## config.mk

```make
export PLATFORM = sky130hd
export DESIGN_NAME = ps2_key_matrix
export DESIGN_NICKNAME = d
export VERILOG_FILES = /design/src/rtl/ps2_kbd_pkg.sv /design/src/rtl/ps2_key_matrix.sv
export SDC_FILE = /design/constraint.sdc
export NUM_CORES = 1
export LEC_CHECK = 0
export BUFFER_PORTS_ARGS = -buffer_cell sky130_fd_sc_hd__buf_4
export CORE_MARGIN = 2
export CORE_UTILIZATION = 59
export CTS_CLUSTER_DIAMETER = 50
export DETAILED_ROUTE_END_ITERATION = 10
export PLACE_DENSITY = 0.74
export SYNTH_ARGS = -nofsm -noshare
export SYNTH_HDL_FRONTEND = slang
export SYNTH_SLANG_ARGS = --single-unit
export TNS_END_PERCENT = 10
```

## constraint.sdc

```tcl
create_clock -name clock_27mhz -period 5.3 [get_ports clock_27mhz]
set_clock_uncertainty 0.1 [all_clocks]
set_input_delay 1.06 -clock clock_27mhz [delete_from_list [all_inputs] [get_ports clock_27mhz]]
set_output_delay 1.06 -clock clock_27mhz [all_outputs]
set_load 0.02 [all_outputs]
```

## src/rtl/ps2_kbd_pkg.sv

```systemverilog
// Shared constants, types and the Set-2 scancode to Videopac key-matrix map.
package ps2_kbd_pkg;

  localparam logic [7:0] SC_BREAK = 8'hF0;
  localparam logic [7:0] SC_EXT   = 8'hE0;
  localparam logic [7:0] SC_PAUSE = 8'hE1;

  localparam int unsigned COL_W = 8;

  typedef enum logic {
    ST_FETCH,
    ST_DECODE
  } kbd_state_t;

  typedef struct packed {
    logic       hit;
    logic [2:0] row;
    logic [2:0] col;
  } kmap_t;

  function automatic kmap_t key_at(input logic [2:0] r, input logic [2:0] c);
    kmap_t k;
    k.hit = 1'b1;
    k.row = r;
    k.col = c;
    return k;
  endfunction

  // {ext, code} -> matrix position; anything not listed is not a console key.
  function automatic kmap_t kmap(input logic ext, input logic [7:0] code);
    kmap_t k;
    k = '0;
    case ({ext, code})
      // row 0: digits 0..7
      9'h045: k = key_at(3'd0, 3'd0);
      9'h016: k = key_at(3'd0, 3'd1);
      9'h01E: k = key_at(3'd0, 3'd2);
      9'h026: k = key_at(3'd0, 3'd3);
      9'h025: k = key_at(3'd0, 3'd4);
      9'h02E: k = key_at(3'd0, 3'd5);
      9'h036: k = key_at(3'd0, 3'd6);
      9'h03D: k = key_at(3'd0, 3'd7);
      // row 1: 8 9 ; ' space ? L P
      9'h03E: k = key_at(3'd1, 3'd0);
      9'h046: k = key_at(3'd1, 3'd1);
      9'h04C: k = key_at(3'd1, 3'd2);
      9'h052: k = key_at(3'd1, 3'd3);
      9'h029: k = key_at(3'd1, 3'd4);
      9'h04A: k = key_at(3'd1, 3'd5);
      9'h04B: k = key_at(3'd1, 3'd6);
      9'h04D: k = key_at(3'd1, 3'd7);
      // row 2: + W E R T U I O
      9'h079: k = key_at(3'd2, 3'd0);
      9'h01D: k = key_at(3'd2, 3'd1);
      9'h024: k = key_at(3'd2, 3'd2);
      9'h02D: k = key_at(3'd2, 3'd3);
      9'h02C: k = key_at(3'd2, 3'd4);
      9'h03C: k = key_at(3'd2, 3'd5);
      9'h043: k = key_at(3'd2, 3'd6);
      9'h044: k = key_at(3'd2, 3'd7);
      // row 3: Q S D F G H A J
      9'h015: k = key_at(3'd3, 3'd0);
      9'h01B: k = key_at(3'd3, 3'd1);
      9'h023: k = key_at(3'd3, 3'd2);
      9'h02B: k = key_at(3'd3, 3'd3);
      9'h034: k = key_at(3'd3, 3'd4);
      9'h033: k = key_at(3'd3, 3'd5);
      9'h01C: k = key_at(3'd3, 3'd6);
      9'h03B: k = key_at(3'd3, 3'd7);
      // row 4: Z X C V B M . -
      9'h01A: k = key_at(3'd4, 3'd0);
      9'h022: k = key_at(3'd4, 3'd1);
      9'h021: k = key_at(3'd4, 3'd2);
      9'h02A: k = key_at(3'd4, 3'd3);
      9'h032: k = key_at(3'd4, 3'd4);
      9'h03A: k = key_at(3'd4, 3'd5);
      9'h049: k = key_at(3'd4, 3'd6);
      9'h04E: k = key_at(3'd4, 3'd7);
      // row 5: K Y N * = clear enter escape
      9'h042: k = key_at(3'd5, 3'd0);
      9'h035: k = key_at(3'd5, 3'd1);
      9'h031: k = key_at(3'd5, 3'd2);
      9'h07C: k = key_at(3'd5, 3'd3);
      9'h055: k = key_at(3'd5, 3'd4);
      9'h066: k = key_at(3'd5, 3'd5);
      9'h05A: k = key_at(3'd5, 3'd6);
      9'h076: k = key_at(3'd5, 3'd7);
      // keypad Enter shares the console Enter position
      9'h15A: k = key_at(3'd5, 3'd6);
      default: k = '0;
    endcase
    return k;
  endfunction

endpackage

```

## src/rtl/ps2_key_matrix.sv

```systemverilog
// Pops Set-2 scancodes from the PS/2 receiver FIFO and keeps the Videopac
// key matrix up to date for the CPU's row-select / column-read scan.
module ps2_key_matrix
  import ps2_kbd_pkg::*;
#(
  parameter int unsigned NUM_ROWS   = 6,
  parameter int unsigned PAUSE_SKIP = 7
) (
  input  logic       clock_27mhz,
  input  logic       reset,
  input  logic [7:0] fifo_data,
  input  logic       fifo_empty,
  input  logic       fifo_overflow,
  output logic       fifo_rd,
  input  logic [2:0] row_sel,
  output logic [7:0] col_out,
  output logic       key_event,
  output logic       any_key
);

  localparam int unsigned SKIP_W    = $clog2(PAUSE_SKIP + 1);
  localparam logic [3:0]  ROW_LIMIT = 4'(NUM_ROWS);

  kbd_state_t                       state;
  logic [7:0]                       code_q;
  logic                             brk;
  logic                             ext;
  logic [SKIP_W-1:0]                skip_cnt;
  logic [NUM_ROWS-1:0][COL_W-1:0]   matrix;
  kmap_t                            map;

  assign map     = kmap(ext, code_q);
  // Pop strobe coincides with the edge that latches the head byte.
  assign fifo_rd = (state == ST_FETCH) && !fifo_empty;

  always_ff @(posedge clock_27mhz or negedge reset) begin
    if (!reset) begin
      state     <= ST_FETCH;
      code_q    <= '0;
      brk       <= 1'b0;
      ext       <= 1'b0;
      skip_cnt  <= '0;
      matrix    <= '0;
      key_event <= 1'b0;
      any_key   <= 1'b0;
    end else begin
      key_event <= 1'b0;
      any_key   <= |matrix;

      case (state)
        ST_FETCH: begin
          if (!fifo_empty) begin
            code_q <= fifo_data;
            state  <= ST_DECODE;
          end
        end
        ST_DECODE: begin
          state <= ST_FETCH;
          if (skip_cnt != '0) begin
            skip_cnt <= skip_cnt - SKIP_W'(1);
          end else if (code_q == SC_BREAK) begin
            brk <= 1'b1;
          end else if (code_q == SC_EXT) begin
            ext <= 1'b1;
          end else if (code_q == SC_PAUSE) begin
            skip_cnt <= SKIP_W'(PAUSE_SKIP);
            brk      <= 1'b0;
            ext      <= 1'b0;
          end else begin
            brk <= 1'b0;
            ext <= 1'b0;
            if (map.hit && ({1'b0, map.row} < ROW_LIMIT)) begin
              matrix[map.row][map.col] <= ~brk;
              key_event                <= 1'b1;
            end
          end
        end
        default: state <= ST_FETCH;
      endcase

      // Overflow means break codes may have been lost: release everything.
      if (fifo_overflow) begin
        matrix    <= '0;
        brk       <= 1'b0;
        ext       <= 1'b0;
        skip_cnt  <= '0;
        key_event <= 1'b0;
      end
    end
  end

  // Active-low column read; rows outside the matrix read as all-released.
  always_comb begin
    col_out = 8'hFF;
    if ({1'b0, row_sel} < ROW_LIMIT) begin
      col_out = ~matrix[row_sel];
    end
  end

endmodule

```

==> results by stage, run 1 <==
Run status:
- The flow ran to the end, and the final reports show no timing, DRC or antenna violations.

Drt:
- Using the TritonRoute via totals, the vias-per-cell ratio works out to about 6.5.
- The first detailed-routing pass ran for 6 iterations.
- The detail route stage leaves a number of antenna-violating nets equal to 0.
- In the routed design, unresolved DRC markers number 0.
- The wire length per cell after detailed routing is roughly 20 um.
- Summed over all layers, the routed wires come to between 10,000 and 15,000 um.
- Summing over every cut layer, the via total after detailed routing is between 3,000 and 4,000.
- After the first detailed-routing iteration, the DRC count stood at roughly 440.

Pwr:
- The internal power consumption is 893.8 uW.
- In this run the power density over the cells is ~270 nW/um^2.
- The cell leakage power is 2.198 nW.
- The worst-case IR drop observed on VDD is approximately 0.21 mV.
- The combinational power share is between 10% and 20%.
- Summed over all nets, the switching power comes to roughly 440 uW.
- The share of total power dissipated in the clock network is 38.2%.
- Net switching is 32.87% of the power.
- Sequential cells account for 42.3% of the total power.

Die:
- The floorplan has 32 rows.
- Pin placement for this block handled 26 I/O pins.
- For this configuration, the core starts out at a cell density of approximately three fifths.
- The floorplan step set the die width to 92.68 um.
- The floorplan step defined a die boundary enclosing 8589 sq um.
- The floorplan step set the die height to slightly above 90 um.
- The region available for standard cell placement spans 7687 sq um.

Timing:
- The number of endpoints failing setup at the final stage is 0.
- Summed over all failing endpoints, the final setup total negative slack is 0 ps.
- The number of hold violations in the final report came to 0.
- The final period demand of the worst path is around 3600 ps.
- The post-route fraction of the period consumed by the critical path is 68.68%.
- The highest clock rate is between 200 and 300 MHz.
- The final count of pins violating max slew is 0.
- For the pin with the worst max-slew slack, the measured transition is slightly below 1000 ps.
- Setup repair after global routing left no endpoint under its margin.
- After layout, the worst setup slack is between 1500 and 2000 ps.
- The headroom to the max-slew limit is ~35%.

GRT:
- The maximum number of pins on one net before global-route repair is 65.
- The first global-routing pass estimated approximately 20,000 um of wire.
- Global routing consumed, over all layers together, around 29% of the routing resources.
- The total overflow left after global routing is 0.
- The number of global-route vias before repair came to approximately 3,700.
- The initial antenna violation count is 0.

Place:
- Summed over all nets, the half-perimeter wirelength after detailed placement is 7997 um.
- Routability-driven placement finished with a final weighted congestion of between 0.9 and 1.
- Port buffering added 25 buffers.
- The worst-case setup slack after placement is around 1700 ps.

Setup path:
- The startpoint of the worst register-to-register path is code_q[2]$_DFFE_PN0P_.
- The most prevalent standard cell on the critical path is buf_4.
- The worst-path cell with the longest stage delay is nor2_1.
- The critical path depth is 5.
- The signal on the critical path passes through buf_4 -> clkinv_1 -> nor2_1 -> a22oi_1 -> buf_4.
- STA puts the critical path data required time at 4140 ps.
- Across all register-to-register paths, the minimum setup slack is approximately 1800 ps.
- On the critical path the largest part of the delay comes from simple AND/OR/NAND/NOR gates.
- The critical path starts at row_sel[1].
- The depth of the worst register-to-register path is 8.
- The top fanout value on the critical path is 9.
- The endpoint identified for the worst register-to-register timing path is matrix[29]$_DFFE_PN0P_.
- The startpoint kind of the worst setup timing path is an input pin.
- The worst setup path is captured at an output port.
- The delay of the slowest critical-path stage is 670 ps.
- The critical path is of the input pin to output port type.
- Counting both buffers and inverters, the worst setup path holds a total of 3.
- The data arrival at the endpoint of the critical path is around 2500 ps.

CTS:
- In this run, post-CTS hold repair placed 0 buffers.
- The post-CTS setup buffer count is 0.
- The clock sink total is 64.
- TritonCTS built the clock tree.
- Buffers inserted during clock tree synthesis total 9.
- In this run the deepest clock path goes through 2 buffers.
- Gates resized during post-CTS repair numbered 0.
- The CTS H-tree depth is 3.
- The insertion delay of the later-clocked pin in the worst-skew pair is approximately 340 ps.
- Clock-pin slew was measured on the worst setup and hold paths at roughly 80 ps.
- The buffer cell driving the clock tree root is clkbuf_8.

Logic synthesis:
- After synthesis, the netlist uses 73 different library cells.
- The average instance in the mapped netlist occupies slightly above 9 sq um.
- For this run, the number of Yosys warnings is 0.
- The synthesized netlist cell count is ~500.
- The synthesized netlist occupies a cell area of roughly 4600 sq um.
- The synthesized design contains 64 register bits.
- The net count after synthesis is slightly above 500.
- The most instantiated flip-flop cell in the synthesis netlist is dfrtp_1.
- The share of synthesized registers carrying an async set or reset is 100.0%.
- The count of flip-flops with a built-in enable after synthesis is 0.
- The sequential fraction of the synthesis area is approximately a third.

Min path:
- The number of cells on the worst hold path is 1.
- In this run the most critical hold path is launched from skip_cnt[2]$_DFFE_PN0P_.
- The worst min-delay path endpoint is skip_cnt[2]$_DFFE_PN0P_.
- The type of the tightest min-delay check is flop to flop.

Job:
- The number of max-capacitance violations reported is 0.

Finish:
- Compared with the post-synthesis result, the final layout area differs by 8.144%.
- For this run, the post-layout net count is between 500 and 600.
- The filler cells instantiated in the layout total about 630.
- The post-route netlist has about 18% of its cells at a drive strength greater than 1.
- The repair_antennas step left the layout with diodes totalling 0.
[per-layer routing]
| layer | part of all wire, % | up-vias | global-route usage [%] |
|---|---|---|---|
| met5 | 0 | - | 0 |
| met4 | 1.9 | 0 | 8.088 |
| met3 | 7.0 | 20 | 6.265 |
| met2 | 45 | 153 | 42.88 |
| met1 | 46 | 1947 | 44.59 |
| li1 | - | 1837 | - |
[synthesized netlist by cell type (4+ instances only)]
library cell / count / share of area, %
nor3_1: 11 / 1.2
and2_1: 6 / 0.81
buf_2: 14 / 1.5
buf_4: 4 / 0.65
clkbuf_1: 16 / 1.3
mux2_2: 12 / 2.9
and3_1: 5 / 0.67
a31oi_1: 5 / 0.67
mux4_2: 8 / 3.9
a22oi_1: 11 / 1.8
or3_1: 12 / 1.6
nand4b_1: 4 / 0.76
nand3_1: 9 / 0.97
dfrtp_1: 64 / 35
mux2i_1: 40 / 8.6
a21oi_1: 16 / 1.7
nand2_1: 52 / 4.2
or2_2: 4 / 0.54
nor2b_1: 10 / 1.3
nor2_1: 17 / 1.4
inv_1: 6 / 0.49
nand4_1: 10 / 1.3
nand2b_1: 52 / 7.0
nor4_1: 13 / 1.8
a211oi_1: 5 / 0.81
o21ai_0: 22 / 2.4
[flip-flops by register name, indices dropped and copies added (netlist names)]
register   count
state          1
any_key        1
skip_cnt       3
ext            1
key_event      1
matrix        48
code_q         8
brk            1
[cell usage in the layout, fill, tap and decap left out, types with 11 or more instances in the layout]
cell	n
dfrtp_1	64
nand2b_1	52
nand2_1	52
mux2i_1	40
buf_4	25
o21ai_0	22
nor2_1	17
a21oi_1	16
nor4_1	13
mux2_2	12
or3_1	12
a22oi_1	11
nor3_1	11
clkbuf_8	11
[per-stage QoR]
step	cell area, sq um	util, %	hold slack, ps	instances	power (mW)
after detailed placement	4780	62.17	419.8	589	0.8268
after global placement	4780	62.17	399.9	589	0.8281
after global routing	5017	65.27	474.1	605	1.385
after floorplan	4639	-	373.2	498	0.7621
final	5017	65.27	435.2	605	1.331
after CTS	5017	65.27	431.5	605	1.332
[power groups by stage]
stage               clock network, mW  registers (mW)  logic (mW)
global route                    0.534           0.567       0.284
CTS                             0.515           0.560       0.257
detailed placement                  0           0.570       0.257
global placement                    0           0.572       0.256
finish                          0.508           0.563       0.260
floorplan                           0           0.525       0.237
[worst max-delay path by stage]
stage / end
floorplan: col_out[5]
global placement: col_out[7]
detailed placement: col_out[7]
CTS: col_out[7]
global route: matrix[29]$_DFFE_PN0P_
finish: col_out[7]
[kinds of logic (layout without fill, tap and decap cells)]
kind of cell / Yosys count / count (layout) / share of synthesized area (%)
AND/OR/NAND/NOR: 236 / 236 / 30.91
AO/OA/AOI/OAI: 89 / 89 / 13.62
flip-flops: 64 / 64 / 34.52
multiplexers: 60 / 60 / 15.43
buffers and inverters: 44 / 49 / 4.423
XOR/XNOR: 3 / 3 / 0.5664
adder cells (fa/ha/maj): 2 / 2 / 0.5393
[cell type report]
class	count	area, sq um	area share (%)
well taps	102	127.6	2.544
inverters	8	30.03	0.5985
flip-flops and latches	64	1602	31.92
multi-input cells	390	2833	56.46
repair buffers	25	187.7	3.741
clock inverters	5	86.33	1.721
clock buffers	11	151.4	3.017
No activity file was read; power rests on OpenSTA's default activity.
==> run 2, diff against run 1 <==
--- a/config.mk
+++ b/config.mk
@@ -7,7 +7,7 @@
 export LEC_CHECK = 0
 export BUFFER_PORTS_ARGS = -buffer_cell sky130_fd_sc_hd__buf_4
 export CORE_MARGIN = 2
-export CORE_UTILIZATION = 59
+export CORE_UTILIZATION = 56
 export CTS_CLUSTER_DIAMETER = 50
 export DETAILED_ROUTE_END_ITERATION = 10
 export PLACE_DENSITY = 0.74
==> constraint.sdc (replaced) <==
create_clock -name clock_27mhz -period 3.1 [get_ports clock_27mhz]
set_clock_uncertainty 0.1 [all_clocks]
set_input_delay 0.62 -clock clock_27mhz [delete_from_list [all_inputs] [get_ports clock_27mhz]]
set_output_delay 0.62 -clock clock_27mhz [all_outputs]
set_load 0.02 [all_outputs]
==> run 2 against run 1 <==
Register-to-register slack worse by 1700 ps. Sequential cell count unchanged. Hold slack worse by 200 ps. Cell count up 8.1%. Global-route usage up 1.7 points. Via count up 5.9%. Sequential share of layout area down 2.2 points. Total power up 78%. Critical path depth up 4. Critical endpoint is now matrix[45]$_DFFE_PN0P_. Largest power group unchanged.
==> results by stage, run 2 (synthesis results as in run 1) <==
Run status:
- The run finished with clean final reports.

Pwr:
- The portion of total power attributed to the clock network is 35.3% (-2.9 points).
- The net switching component of the power is 795.2 uW (+82%).
- The sequential fraction of design power came to 38.8% (-3.5 points).
- The switching power as a share of total power is 33.54% (+0.67 points).
- The cell leakage power was 2.432 nW (+11%).
- The internal power consumption is 1.576 mW (+76%).
- The power per cell area was 438.9 nW/um^2 (+65%).
- The combinational power share was 25.9% (+6.3 points).
- The largest voltage drop on the vdd net is 0.4366 mV (+110%).

Drt:
- The number of DRC violations after detailed-routing iteration 0 is 364 (-18%).
- The final routed DRC violation total was 0 (unchanged).
- The overall routed net length is 13,260 um (+11%).
- The post-detailed-route via-to-cell ratio is 6.410 (-2.0%).
- The number of nets still failing antenna checks after routing is 0 (unchanged).
- The first-pass iteration count of the detailed router is 5 (-1).
- The vias after detailed routing was 4,192 (+5.9%).
- The wire length per cell after detailed routing was 20.28 um (+2.3%).

CTS:
- The insertion delay of the later-clocked pin in the worst-skew pair came to 350 ps (about the same).
- The post-CTS clock slew at the launch and capture registers of the worst setup and hold paths came to 100 ps (+20 ps).
- The clock tree from TritonCTS is done.
- The CTS H-tree depth is 3 (unchanged).
- The cts-stage hold buffer count is 0 (unchanged).
- CTS placed an instance of clkbuf_8 at the clock tree root.
- The maximum clock insertion buffer count was 2 (unchanged).
- The clock sink total is 64 (unchanged).
- The CTS buffer count is 9 (unchanged).

Finish:
- The total non-filler cell area in the finished layout came to 5403 sq um (+7.7%).
- The most common cell after layout, fill and taps aside is buf_4.
- The diode insertion count for antenna repair is 0 (unchanged).
- The register with the most flip-flops is matrix.
- From synthesis to final layout, the design area changed by 16.45%.
- In the layout the commonest cells are buf_4, dfrtp_1, nand2b_1, nand2_1, mux2i_1.
- The layout cell share with drive strength beyond 1 is 25.50% (+7.6 points).
- The number of flip-flops under the largest register name is 48 (unchanged).
- The largest registers in the layout are matrix: 48 flops, code_q: 8 flops, skip_cnt: 3 flops.
- The number of nets in the layout was 561 (+8.9%).

GRT:
- The initial antenna violation count came to 0 (unchanged).
- The leftover overflow at the end of global routing is 0 (unchanged).
- The combined global-route utilization of all metal layers came to 31.12% (+1.7 points).
- The maximum number of pins on one net before global-route repair is 65 (unchanged).
- The number of global-route vias before repair was 4,042 (+8.8%).
- The first-pass GRT wire length is 21,380 um (+8.0%).

Die:
- The effective utilization at floorplan came to 57.04% (-3.3 points).
- The total I/O pin count is 26 (unchanged).
- The die height was 95.02 um (+2.5%).
- The overall die width came to 95.02 um (+2.5%).
- The core outline area is 8134 sq um (+5.8%).
- The die footprint is 9029 sq um (+5.1%).
- The number of placement rows is 33 (+3.1%).

Timing:
- The final setup TNS is 0 ps (unchanged).
- The headroom to the max-slew limit was 45.95% (+11 points).
- For this run, the top clock speed supported by timing is roughly 340 MHz.
- The final hold slack is 237.8 ps (-197.5 ps).
- Setup repair after global routing left no endpoint under its margin.
- The final period demand of the worst path is 2976 ps.
- The number of hold violations in the final report came to 0 (unchanged).
- The number of endpoints failing setup at the final stage was 0 (unchanged).
- The slew of the pin with the lowest slew margin is 810.8 ps (-166.5 ps).
- The final critical path takes up a little over nine tenths of the cycle.
- The final count of pins violating max slew is 0 (unchanged).

Setup path:
- The critical path is of the flop to flop type.
- The number of buffers and inverters on the critical path is 1 (-2).
- The startpoint kind of the worst setup timing path is a flop.
- The cell family with the largest share of critical-path delay is simple AND/OR/NAND/NOR gates.
- The critical path depth is 9 (+4).
- The slowest stage of the critical path belongs to the cell dfrtp_1.
- The internal reg-to-reg setup slack was 120 ps (-1680 ps).
- The nature of the critical path endpoint is a flop.
- The critical path required time is 3270 ps (-870 ps).
- Walking the worst path, the cells encountered are buf_12 -> nor4b_2 -> and2_1 -> a21oi_1 -> o32ai_2 -> a211oi_1 -> or2_2 -> or3_1 -> a21oi_1.
- The data arrival at the endpoint of the critical path is 3140 ps (+660 ps).
- The depth of the worst register-to-register path is 9 (+1).
- The top fanout value on the critical path is 13 (+4).
- The delay of the slowest critical-path stage is 500 ps (-170 ps).
- The most prevalent standard cell on the critical path is a21oi_1.

Place:
- The count of port buffers added during placement is 25 (unchanged).
- The cell area after placement was 5166 sq um (+8.1%).
- The global placement routability congestion is 1.016 (+5.8%).
- The half-perimeter wire length after detailed placement is 9263 um (+16%).

Job:
- The number of max-capacitance violations reported is 0 (unchanged).

Min path:
- The type of the tightest min-delay check is input pin to async pin.
[run 2: cell types whose count changed in the layout (fill, tap and decap cells not counted), sizes merged]
| cell | before | now |
|---|---|---|
| buf | 25 | 71 |
| clkinv | 2 | 5 |
| clkbuf | 11 | 9 |
| inv | 9 | 8 |
[run 2: repair_timing]
action | 4_1_cts | 5_1_grt
setup buffers | 0 | 0
gates resized for setup | 0 | 4
setup endpoints to repair | 0 | 35
[run 2: area by class of cell]
type,instances,area [sq um]
Sequential cell,64,1605
Timing Repair Buffer,71,570.5
Fill cell,640,2731
Multi-Input combinational cell,390,2838
Clock inverter,7,103.9
Clock buffer,9,123.9
Inverter,8,30.03
Tap cell,105,131.4
[run 2: per-layer routing]
metal	track usage, %	up-vias	wire length [um]
li1	-	1929	-
met1	46.11	2014	5975
met2	44.44	213	5850
met3	7.826	36	1170
met4	10.39	0	265
met5	0	-	0
[run 2: path summary, 6_finish.rpt]
| kind | startpoint | end |
|---|---|---|
| min in group clock_27mhz | fifo_data[3] | code_q[3]$_DFFE_PN0P_ |
| hold / removal | reset | key_event$_DFF_PN0_ |
| setup reg to reg | code_q[3]$_DFFE_PN0P_ | matrix[45]$_DFFE_PN0P_ |
| max in group asynchronous | reset | code_q[2]$_DFFE_PN0P_ |
| hold reg to reg | skip_cnt[2]$_DFFE_PN0P_ | skip_cnt[2]$_DFFE_PN0P_ |
| setup / recovery | code_q[3]$_DFFE_PN0P_ | matrix[45]$_DFFE_PN0P_ |
[run 2: metrics by stage]
step	std cells	power [mW]	utilization (%)	worst slack, ps
after floorplan	498	1.303	-	30.14
after global placement	638	1.538	63.51	172.0
after detailed placement	638	1.532	63.51	128.9
after CTS	654	2.362	66.31	109.1
after global routing	654	2.475	66.42	12.79
final	654	2.371	66.42	124.2
[run 2: power by group through the flow]
stage | Combinational (mW) | Clock (mW) | Sequential [mW]
2_1_floorplan | 0.405 | 0 | 0.898
3_3_place_gp | 0.609 | 0 | 0.929
3_5_place_dp | 0.601 | 0 | 0.932
4_1_cts | 0.603 | 0.845 | 0.915
5_1_grt | 0.666 | 0.885 | 0.924
6_report | 0.615 | 0.837 | 0.919
